### src/rtl/divider_pkg.sv
// divider_pkg: shared types and helpers for the sequential restoring divider.
//   div_state_e     : controller states (IDLE, CALC, DONE)
//   DIV_DEFAULT_BITS: default operand width
//   div_cnt_width() : width of the iteration counter for a given operand width
package divider_pkg;

    typedef enum logic [1:0] {
        IDLE = 2'd0,
        CALC = 2'd1,
        DONE = 2'd2
    } div_state_e;

    localparam int DIV_DEFAULT_BITS = 4;

    // The counter must be able to represent 0..num_bits.
    function automatic int div_cnt_width(input int num_bits);
        return $clog2(num_bits + 1);
    endfunction

endpackage

### src/rtl/sub_nbit.sv
// sub_nbit: combinational WIDTH-bit subtract-with-borrow, the subtractive
// counterpart of the ripple adder.
//   a          : minuend
//   b          : subtrahend
//   diff       : a - b modulo 2^WIDTH
//   borrow_out : 1 when b > a
module sub_nbit #(
    parameter int WIDTH = 5
) (
    input  logic [WIDTH-1:0] a,
    input  logic [WIDTH-1:0] b,
    output logic [WIDTH-1:0] diff,
    output logic             borrow_out
);

    // One extra bit on both operands; its value after subtraction is the borrow.
    assign {borrow_out, diff} = {1'b0, a} - {1'b0, b};

endmodule

### src/rtl/divider_seq.sv
// divider_seq: sequential restoring unsigned divider, one quotient bit per clock,
// behind a start/done handshake.
//   clk, rst    : clock and synchronous active-high reset
//   start       : launch a division (sampled only in IDLE)
//   dividend    : unsigned dividend, captured with start
//   divisor     : unsigned divisor, captured with start
//   busy        : high while iterating (CALC)
//   done        : one-cycle pulse when results are valid
//   quotient    : registered quotient
//   remainder   : registered remainder
//   div_by_zero : registered flag, divisor was zero
//
// state | meaning
// IDLE  | waiting for start
// CALC  | shifting/subtracting, one quotient bit per edge
// DONE  | results valid, done pulse, back to IDLE next edge
module divider_seq
    import divider_pkg::*;
#(
    parameter int NUM_BITS = DIV_DEFAULT_BITS
) (
    input  logic                clk,
    input  logic                rst,
    input  logic                start,
    input  logic [NUM_BITS-1:0] dividend,
    input  logic [NUM_BITS-1:0] divisor,
    output logic                busy,
    output logic                done,
    output logic [NUM_BITS-1:0] quotient,
    output logic [NUM_BITS-1:0] remainder,
    output logic                div_by_zero
);

    localparam int CNT_W = div_cnt_width(NUM_BITS);
    localparam logic [CNT_W-1:0] CNT_LAST = CNT_W'(NUM_BITS - 1);

    div_state_e          state_q, state_d;
    logic [NUM_BITS:0]   r_q, r_d;
    logic [NUM_BITS-1:0] q_q, q_d;
    logic [NUM_BITS-1:0] d_q, d_d;
    logic [CNT_W-1:0]    cnt_q, cnt_d;
    logic [NUM_BITS-1:0] quot_q, quot_d;
    logic [NUM_BITS-1:0] rem_q, rem_d;
    logic                dbz_q, dbz_d;

    logic [NUM_BITS:0]   r_shift;
    logic [NUM_BITS:0]   trial;
    logic                borrow;
    logic [NUM_BITS:0]   r_next;
    logic [NUM_BITS-1:0] q_next;
    logic                unused_r_msb;

    // R is always below D before a shift, so its top bit is never set;
    // the extra bit only matters after the shift, where it feeds the subtractor.
    assign r_shift      = {r_q[NUM_BITS-1:0], q_q[NUM_BITS-1]};
    assign unused_r_msb = r_q[NUM_BITS];

    sub_nbit #(
        .WIDTH(NUM_BITS + 1)
    ) u_sub (
        .a         (r_shift),
        .b         ({1'b0, d_q}),
        .diff      (trial),
        .borrow_out(borrow)
    );

    // Restoring step: keep the shifted remainder when the trial borrows.
    assign r_next = borrow ? r_shift : trial;
    assign q_next = {q_q[NUM_BITS-2:0], ~borrow};

    always_comb begin
        state_d = state_q;
        r_d     = r_q;
        q_d     = q_q;
        d_d     = d_q;
        cnt_d   = cnt_q;
        quot_d  = quot_q;
        rem_d   = rem_q;
        dbz_d   = dbz_q;

        unique case (state_q)
            IDLE: begin
                if (start) begin
                    if (divisor != '0) begin
                        q_d     = dividend;
                        d_d     = divisor;
                        r_d     = '0;
                        cnt_d   = '0;
                        state_d = CALC;
                    end else begin
                        quot_d  = '1;
                        rem_d   = dividend;
                        dbz_d   = 1'b1;
                        state_d = DONE;
                    end
                end
            end
            CALC: begin
                r_d   = r_next;
                q_d   = q_next;
                cnt_d = cnt_q + CNT_W'(1);
                if (cnt_q == CNT_LAST) begin
                    quot_d  = q_next;
                    rem_d   = r_next[NUM_BITS-1:0];
                    dbz_d   = 1'b0;
                    state_d = DONE;
                end
            end
            DONE: begin
                state_d = IDLE;
            end
            default: begin
                state_d = IDLE;
            end
        endcase
    end

    always_ff @(posedge clk) begin
        if (rst) begin
            state_q <= IDLE;
            r_q     <= '0;
            q_q     <= '0;
            d_q     <= '0;
            cnt_q   <= '0;
            quot_q  <= '0;
            rem_q   <= '0;
            dbz_q   <= 1'b0;
        end else begin
            state_q <= state_d;
            r_q     <= r_d;
            q_q     <= q_d;
            d_q     <= d_d;
            cnt_q   <= cnt_d;
            quot_q  <= quot_d;
            rem_q   <= rem_d;
            dbz_q   <= dbz_d;
        end
    end

    assign busy        = (state_q == CALC);
    assign done        = (state_q == DONE);
    assign quotient    = quot_q;
    assign remainder   = rem_q;
    assign div_by_zero = dbz_q;

endmodule

### config.mk
export PLATFORM = sky130hd
export DESIGN_NAME = divider_seq
export DESIGN_NICKNAME = d
export VERILOG_FILES = /design/src/rtl/divider_pkg.sv /design/src/rtl/sub_nbit.sv /design/src/rtl/divider_seq.sv
export SDC_FILE = /design/constraint.sdc
export NUM_CORES = 1
export LEC_CHECK = 0
export BUFFER_PORTS_ARGS = -buffer_cell sky130_fd_sc_hd__buf_2
export CAP_MARGIN = 20
export CORE_UTILIZATION = 55
export DETAILED_ROUTE_END_ITERATION = 6
export PLACE_DENSITY = 0.89
export SYNTH_ARGS = -nofsm -noshare
export SYNTH_HDL_FRONTEND = slang
export SYNTH_SLANG_ARGS = --single-unit
### constraint.sdc
create_clock -name clk -period 3.76 [get_ports clk]
set_input_delay 0.752 -clock clk [delete_from_list [all_inputs] [get_ports clk]]
set_output_delay 0.752 -clock clk [all_outputs]
set_load 0.02 [all_outputs]
==> results.rst, run 1 <==
.. list-table::
   :header-rows: 1

   * - Metric
     - Value
   * - Status
     - finished clean
   * - Pre-CTS setup slack
     - 1560 ps
   * - Combinational cell fraction of total power
     - 20.4%
   * - Register bit total from synthesis
     - 26
   * - Final Critical Period
     - 2480 ps
   * - Portion of total power attributed to sequential cells
     - 54.6%
   * - Vert. Die Dim
     - 49.6 µm
   * - Register area share after synthesis
     - 41.7%
   * - Number of flops mapped to enable cells by yosys
     - 0
   * - Post-Syn Nets
     - 161
   * - Count of nets left with antenna violations after detail routing
     - 0
   * - PD cells
     - 404 mW/mm²
   * - Number of global-route vias before repair
     - 1,021
   * - Number of top-level pins
     - 22
   * - Total negative setup slack
     - 0 ps
   * - Count of endpoints failing hold in the final timing report
     - 0
   * - Clock network fraction of design power
     - 25.0%
   * - Core occupancy in the finished layout
     - 67.6%
   * - Crit-path max cell delay
     - 560 ps
   * - RSZ-0062 raised after global routing
     - no
   * - Final instance area
     - 0.00138 mm²
   * - Count of mapped cells out of synthesis
     - 143
   * - Number of pins with negative max-slew slack in the final report
     - 0
   * - Final-stage net count
     - 180
   * - Maximum clock frequency
     - 0.403 GHz
   * - Number of distinct library cells after synthesis
     - 38
   * - Fin Hold WS
     - 479 ps
   * - CTS sink cnt
     - 26
   * - Number of rows created at floorplan
     - 16
   * - Area of the placeable core
     - 0.00204 mm²
   * - Maximum number of pins on one net before global-route repair
     - 27
   * - Global Route met2 Usage
     - 41.4%
   * - Type of the most critical hold path
     - reg -> reg
   * - Fraction of final layout cells with drive strength greater than 1
     - 20.5%
   * - Horiz. Die Dim
     - 49.6 µm
   * - Total number of H-tree levels
     - 1
   * - Number of buffers added by the clock tree synthesis step
     - 3
   * - Max Cap Viol
     - 0
   * - Antenna violations before repair
     - 0
   * - Worst Path Arrival
     - 1730 ps
   * - Critical-path maximum fanout
     - 14
   * - Die ar.
     - 0.00246 mm²
   * - CTS tree
     - yes
   * - Share of Yosys cell area claimed by the top area cell type
     - 41.7%
   * - Library cell with the highest instance count after synthesis
     - dfxtp_1
   * - CTS Root Buffer Type
     - clkbuf_4
   * - Combined area of the multi-input logic cells
     - 647 µm²
   * - Worst EP required
     - 3010 ps
   * - GRT met1 Usage
     - 28.3%
   * - Post-CTS repair timing setup buffer count
     - 0
   * - Critical-path cell with the highest stage delay
     - dfxtp_1
   * - Detailed-route wire length per cell
     - 14.1 µm
   * - Fin Clk Skew
     - 1.50 ps
   * - Min setup slack post-route
     - 1280 ps
   * - Maximum root-to-sink buffer count
     - 2
   * - Cell-by-cell listing of the critical path
     - nand2b_1 -> inv_1 -> buf_2
   * - Worst slew pin tran
     - 629 ps
   * - Overall routing resource usage
     - 23.1%
   * - Main synth FF type
     - dfxtp_1
   * - NetSw
     - 0.000165 W
   * - Area added between synthesis and finish
     - 10.6%
   * - Filler Cell Count
     - 174
   * - Global Route met3 Usage
     - 6.48%
   * - Part of the cycle the worst path needs
     - 65.9%
   * - Starting density of the core
     - 61.1%
   * - Relative max-transition margin
     - 58.0%
   * - GRT Residual Overflow
     - 0
   * - Setup CP Type
     - reg -> out
   * - Busiest layer in global routing
     - met2
   * - Yosys Warn Count
     - 0
   * - Final WL
     - 2.65 mm
   * - Sequential cell area
     - 520 µm²
   * - Dominant cell type by area after synthesis
     - dfxtp_1
   * - Share of flip-flops with an asynchronous set or reset after synthesis
     - 0%
   * - Element type at the critical path start
     - register
   * - Syn avg cell area
     - 8.72 µm²
   * - Cts repair resizes
     - 0
   * - Final setup violating endpoints
     - 0
   * - Lkg Pwr
     - 0.548 nW
   * - Port Buf Inserts
     - 21
   * - Detailed Place HPWL
     - 1.92 mm
   * - Routed vias
     - 1,124
   * - Internal power summed over all cells
     - 0.000393 W
   * - Clock edge transition at the registers on the reported setup and hold paths
     - 130 ps
   * - Number of hold-repair buffers added at the cts stage
     - 0
   * - Largest cells by area after synthesis
     - dfxtp_1, a311oi_1, nor2_1
   * - Type of destination of the critical path
     - output pin
   * - Routability congestion estimate
     - 0.806
   * - Source-to-sink clock delay at the later pin of the worst-skew pair
     - 320 ps
   * - ANT cells
     - 0
   * - Synth Cell Area
     - 0.00125 mm²
   * - First-pass GRT wire length
     - 4.37 mm
   * - Number of remaining DRC errors
     - 0
   * - Synth top cells by count
     - dfxtp_1, nor2_1, nand2_1
   * - Iteration count of the initial detailed-routing pass
     - 5
   * - Standard cell area after detailed placement
     - 0.00134 mm²
   * - Switch share
     - 29.5%
   * - DRC marker count from the first detailed-route iteration
     - 40
   * - Via count normalized by instance count
     - 5.98
   * - Worst-case vdd ir drop
     - 0.378 mV
[flip-flops by register name, indices dropped and copies added (netlist names)]
signal       count
state_q          2
r_q              4
quotient         4
q_q              4
remainder        4
div_by_zero      1
cnt_q            3
d_q              4
[per-layer routing]
| layer | share of wire [%] | routed length [µm] | vias to the layer above |
|---|---|---|---|
| met3 | 8.4 | 222 | 4 |
| met2 | 51 | 1340 | 62 |
| met4 | 0.53 | 14 | 0 |
| li1 | - | - | 540 |
| met1 | 40 | 1070 | 518 |
| met5 | 0 | 0 | - |
[power groups by stage]
stage	combinational [W]	sequential, W	clock (W)
2_1_floorplan	0.0000850	0.000307	0
3_3_place_gp	0.000105	0.000310	0
3_5_place_dp	0.000110	0.000310	0
4_1_cts	0.000113	0.000304	0.000138
5_1_grt	0.000127	0.000306	0.000153
6_report	0.000114	0.000304	0.000139
[worst max-delay path: cells and delay by family, from the launching register on]
kind / cells / cell delay, ps
flops: 1 / 560
buf+inv: 2 / 620
simple gates: 1 / 230
[logic make-up after synthesis]
kind of cell | after synthesis | share of synthesized area, %
AND/OR/NAND/NOR | 53 | 19.9
XOR/XNOR | 1 | 0.702
flip-flops | 26 | 41.7
buffers and inverters | 17 | 6.42
adder cells (fa/ha/maj) | 7 | 7.62
AO/OA/AOI/OAI | 39 | 23.7
[final cells by class]
cell class                 count  area share, %
clock buffer                   4           2.63
inverter                      10           2.72
multi-input combinational    100           46.9
sequential                    26           37.7
tap                           27           2.45
timing repair buffer          21           7.62
[per-stage QoR]
stage,std cells,total power (W)
final,188,0.000557
after global routing,188,0.000586
after CTS,188,0.000555
after detailed placement,184,0.000420
after global placement,184,0.000415
after floorplan,143,0.000392
[final timing paths]
kind | start | to | slack (ps) | cells past startpoint
max | state_q[0] | busy | 1280 | 3
max reg2reg | r_q[0] | remainder[3] | 1710 | 6
min | d_q[2] | d_q[2] | 480 | 2
min reg2reg | d_q[2] | d_q[2] | 480 | 2
[layout by cell type, fill, tap and decap left out]
master     instances
nor3_1             1
buf_2             21
o22ai_1            1
or4b_2             1
a21oi_4            1
xnor2_1            1
a311oi_2           1
nor3b_1            1
o21a_1             1
nand3b_1           1
clkbuf_4           3
a31oi_1            1
clkbuf_8           1
nor2b_1            3
nor2_1            21
a21o_1             1
nand2_1           19
or4_4              1
a211oi_1           1
a21oi_1            7
dfxtp_1           26
a311oi_1           9
nor4_2             1
or2_2              1
o31a_1             1
o2111ai_1          1
o31ai_1            1
o21ai_0            4
or2_1              1
a22oi_1            5
ha_1               6
inv_1             10
a21oi_2            2
nand2b_1           2
o211ai_1           2
fa_1               1
(Power assumes the default switching activity.)
==> inputs of run 2 (changes only) <==
ABC_AREA = 1   (was not set)
CORE_UTILIZATION = 49   (was 55)
PLACE_DENSITY = 0.84   (was 0.89)
clock period = 2.1 ns   (was 3.76 ns; I/O delays follow)
==> results.rst, run 2 <==
.. list-table::
   :header-rows: 1

   * - Metric
     - Value
   * - First-pass GRT wire length
     - 4.50 mm (+2.8%)
   * - Part of the cycle the worst path needs
     - 84.0%
   * - Commonest non-fill, non-tap cells in the layout
     - nand2_1, inv_1, nor2_1, dfxtp_1, buf_2
   * - Register area share after synthesis
     - 39.5% (-2.2 points)
   * - Horiz. Die Dim
     - 53.9 µm (+8.5%)
   * - Slack of the worst reg-to-reg path
     - 510 ps (-1200 ps)
   * - Detailed-route wire length per cell
     - 11.6 µm (-18%)
   * - Element type at the critical path start
     - register
   * - Share of Yosys cell area claimed by the top area cell type
     - 39.5% (-2.2 points)
   * - Lkg Pwr
     - 0.809 nW (+48%)
   * - Instance count along the most critical hold path
     - 3 (+1)
   * - Min setup slack post-route
     - 337 ps (-945 ps)
   * - Yosys Warn Count
     - 0 (unchanged)
   * - Cts repair resizes
     - 0 (unchanged)
   * - Area of the placeable core
     - 0.00250 mm² (+22%)
   * - Overall routing resource usage
     - 22.1% (-0.98 points)
   * - Final setup violating endpoints
     - 0 (unchanged)
   * - Worst Reg2Reg Path Length in Cells
     - 10 (+4)
   * - Detailed Place HPWL
     - 2.03 mm (+5.4%)
   * - ANT cells
     - 0 (unchanged)
   * - Via count normalized by instance count
     - 5.15 (-14%)
   * - Type of the most critical hold path
     - in -> reg
   * - Most common library cell in the layout ignoring fill and taps
     - nand2_1
   * - Worst Path Arrival
     - 1340 ps (-390 ps)
   * - Worst slew pin tran
     - 454 ps (-175 ps)
   * - Synth top cells by count
     - nand2_1, inv_1, dfxtp_1, nor2_1, nand3_1
   * - CTS Root Buffer Type
     - clkbuf_4
   * - CTS sink cnt
     - 26 (unchanged)
   * - Final WL
     - 2.77 mm (+4.3%)
   * - Status
     - finished clean
   * - Worst Path Buf+Inv
     - 3 (+1)
   * - Source-to-sink clock delay at the later pin of the worst-skew pair
     - 340 ps (+20 ps)
   * - Share of flip-flops with an asynchronous set or reset after synthesis
     - 0% (unchanged)
   * - Final-stage net count
     - 227 (+26%)
   * - Setup CP Type
     - reg -> out
   * - Fin Hold WS
     - 361 ps (-117 ps)
   * - Crit Reg-Reg Endpoint
     - remainder[3]
   * - Maximum clock frequency
     - 0.567 GHz
   * - Fin Clk Skew
     - 10.3 ps (+8.84 ps)
   * - GRT Residual Overflow
     - 0 (unchanged)
   * - Pre-CTS setup slack
     - 463 ps (-1100 ps)
   * - PD cells
     - 809 mW/mm² (+100%)
   * - Number of rows created at floorplan
     - 18 (+2)
   * - Hold Startpoint
     - divisor[0]
   * - Max Cap Viol
     - 0 (unchanged)
   * - Number of buffers added by the clock tree synthesis step
     - 3 (unchanged)
   * - Maximum root-to-sink buffer count
     - 2 (unchanged)
   * - Crit-path max cell delay
     - 410 ps (-150 ps)
   * - RSZ-0062 raised after global routing
     - no
   * - DRC marker count from the first detailed-route iteration
     - 21 (-48%)
   * - Number of flops mapped to enable cells by yosys
     - 0 (unchanged)
   * - Number of distinct library cells after synthesis
     - 26 (-32%)
   * - Critical-path maximum fanout
     - 15 (+1)
   * - Delay-heaviest family, CP
     - buffers and inverters
   * - Library cell with the highest instance count after synthesis
     - nand2_1
   * - CTS tree
     - yes
   * - Area added between synthesis and finish
     - 13.9%
   * - Routed vias
     - 1,226 (+9.1%)
   * - Total number of H-tree levels
     - 1 (unchanged)
   * - Die ar.
     - 0.00290 mm² (+18%)
   * - Largest cells by area after synthesis
     - dfxtp_1, nand2_1, inv_1
   * - Antenna violations before repair
     - 0 (unchanged)
   * - Capture endpoint of the worst hold path
     - d_q[0]
   * - Maximum number of pins on one net before global-route repair
     - 17 (-37%)
   * - Vert. Die Dim
     - 53.9 µm (+8.5%)
   * - Starting density of the core
     - 52.7% (-8.4 points)
   * - Type of destination of the critical path
     - output pin
   * - Synth Cell Area
     - 0.00132 mm² (+5.6%)
   * - Count of nets left with antenna violations after detail routing
     - 0 (unchanged)
   * - Number of hold-repair buffers added at the cts stage
     - 0 (unchanged)
   * - Routability congestion estimate
     - 0.882 (+9.5%)
   * - Count of mapped cells out of synthesis
     - 186 (+30%)
   * - Dominant cell type by area after synthesis
     - dfxtp_1
   * - Number of remaining DRC errors
     - 0 (unchanged)
   * - Relative max-transition margin
     - 69.7% (+12 points)
   * - Worst EP required
     - 1680 ps (-1330 ps)
   * - Critical-path cell with the highest stage delay
     - dfxtp_1
   * - Number of global-route vias before repair
     - 1,093 (+7.1%)
   * - Clock edge transition at the registers on the reported setup and hold paths
     - 130 ps (about the same)
   * - Number of top-level pins
     - 22 (unchanged)
   * - Fraction of final layout cells with drive strength greater than 1
     - 15.9% (-4.6 points)
   * - Port Buf Inserts
     - 21 (unchanged)
   * - Final Critical Period
     - 1760 ps
   * - Number of pins with negative max-slew slack in the final report
     - 0 (unchanged)
   * - Main synth FF type
     - dfxtp_1
   * - Count of endpoints failing hold in the final timing report
     - 0 (unchanged)
   * - Worst-case vdd ir drop
     - 0.643 mV (+70%)
   * - Syn avg cell area
     - 7.08 µm² (-19%)
   * - Post-CTS repair timing setup buffer count
     - 0 (unchanged)
   * - Post-Syn Nets
     - 204 (+27%)
   * - Iteration count of the initial detailed-routing pass
     - 4 (-1)
   * - Startpoint of the worst-slack reg-to-reg timing path
     - cnt_q[0]
   * - Total negative setup slack
     - 0 ps (unchanged)
   * - Register bit total from synthesis
     - 26 (unchanged)
   * - Cell-by-cell listing of the critical path
     - inv_2 -> nor2_4 -> buf_4 -> buf_2
[run 2: cell types whose count changed after synthesis, sizes merged, moves of 3 or more]
cell	previous run	this run
a311oi	10	0
nor2	21	27
nand2	19	36
nor3	1	4
o21ai	4	11
nor2b	3	0
nand3	0	16
nand4	0	5
a22oi	5	1
inv	10	32
[run 2: worst max-delay path by stage]
stage | start | endpoint | slack, ps | cells past startpoint
floorplan | q_q[3] | r_q[2] | 700 | 9
global placement | divisor[1] | q_q[1] | 510 | 6
detailed placement | divisor[0] | q_q[1] | 460 | 6
CTS | state_q[0] | busy | 360 | 4
global route | state_q[0] | busy | 280 | 4
finish | state_q[0] | busy | 340 | 4
[run 2: final cells by class]
type / instances / area (µm²)
Clock buffer: 3 / 22.5
Clock inverter: 1 / 30.0
Fill cell: 245 / 1000
Inverter: 32 / 120
Multi-Input combinational cell: 124 / 657
Sequential cell: 26 / 520
Tap cell: 30 / 37.5
Timing Repair Buffer: 22 / 113
[run 2: cells by family after synthesis]
group | Yosys count | synth area share [%]
simple gates | 90 | 30.5
buf+inv | 36 | 10.6
compound gates | 26 | 11.5
flops | 26 | 39.5
fa+ha+maj | 7 | 7.22
xor+xnor | 1 | 0.665
[run 2: layer usage]
metal	wire, µm	up-vias	GRT usage [%]
li1	-	637	-
met1	1230	552	25.6
met2	1380	27	39.7
met3	78	10	3.39
met4	78	0	9.65
met5	0	-	0
[run 2: where the power goes]
part / switching [W] / internal, W / total [W]
Combinational: 0.000202 / 0.0000994 / 0.000302
Sequential: 0.0000264 / 0.000539 / 0.000566
Clock: 0.000153 / 0.000193 / 0.000346
Total: 0.000381 / 0.000832 / 0.00121
[run 2: tightest hold or removal path, delay by kind of cell]
family | cells | cell delay, ps
AO/OA/AOI/OAI | 1 | 60
buffers and inverters | 1 | 110
AND/OR/NAND/NOR | 1 | 70
[run 2: metrics by stage]
stage / util, % / std cells / instance area [µm²] / total power (W)
floorplan: - / 186 / 1320 / 0.000797
global placement: 57.9 / 234 / 1450 / 0.000869
detailed placement: 57.9 / 234 / 1450 / 0.000875
CTS: 60.0 / 238 / 1500 / 0.00122
global route: 60.0 / 238 / 1500 / 0.00128
finish: 60.0 / 238 / 1500 / 0.00121
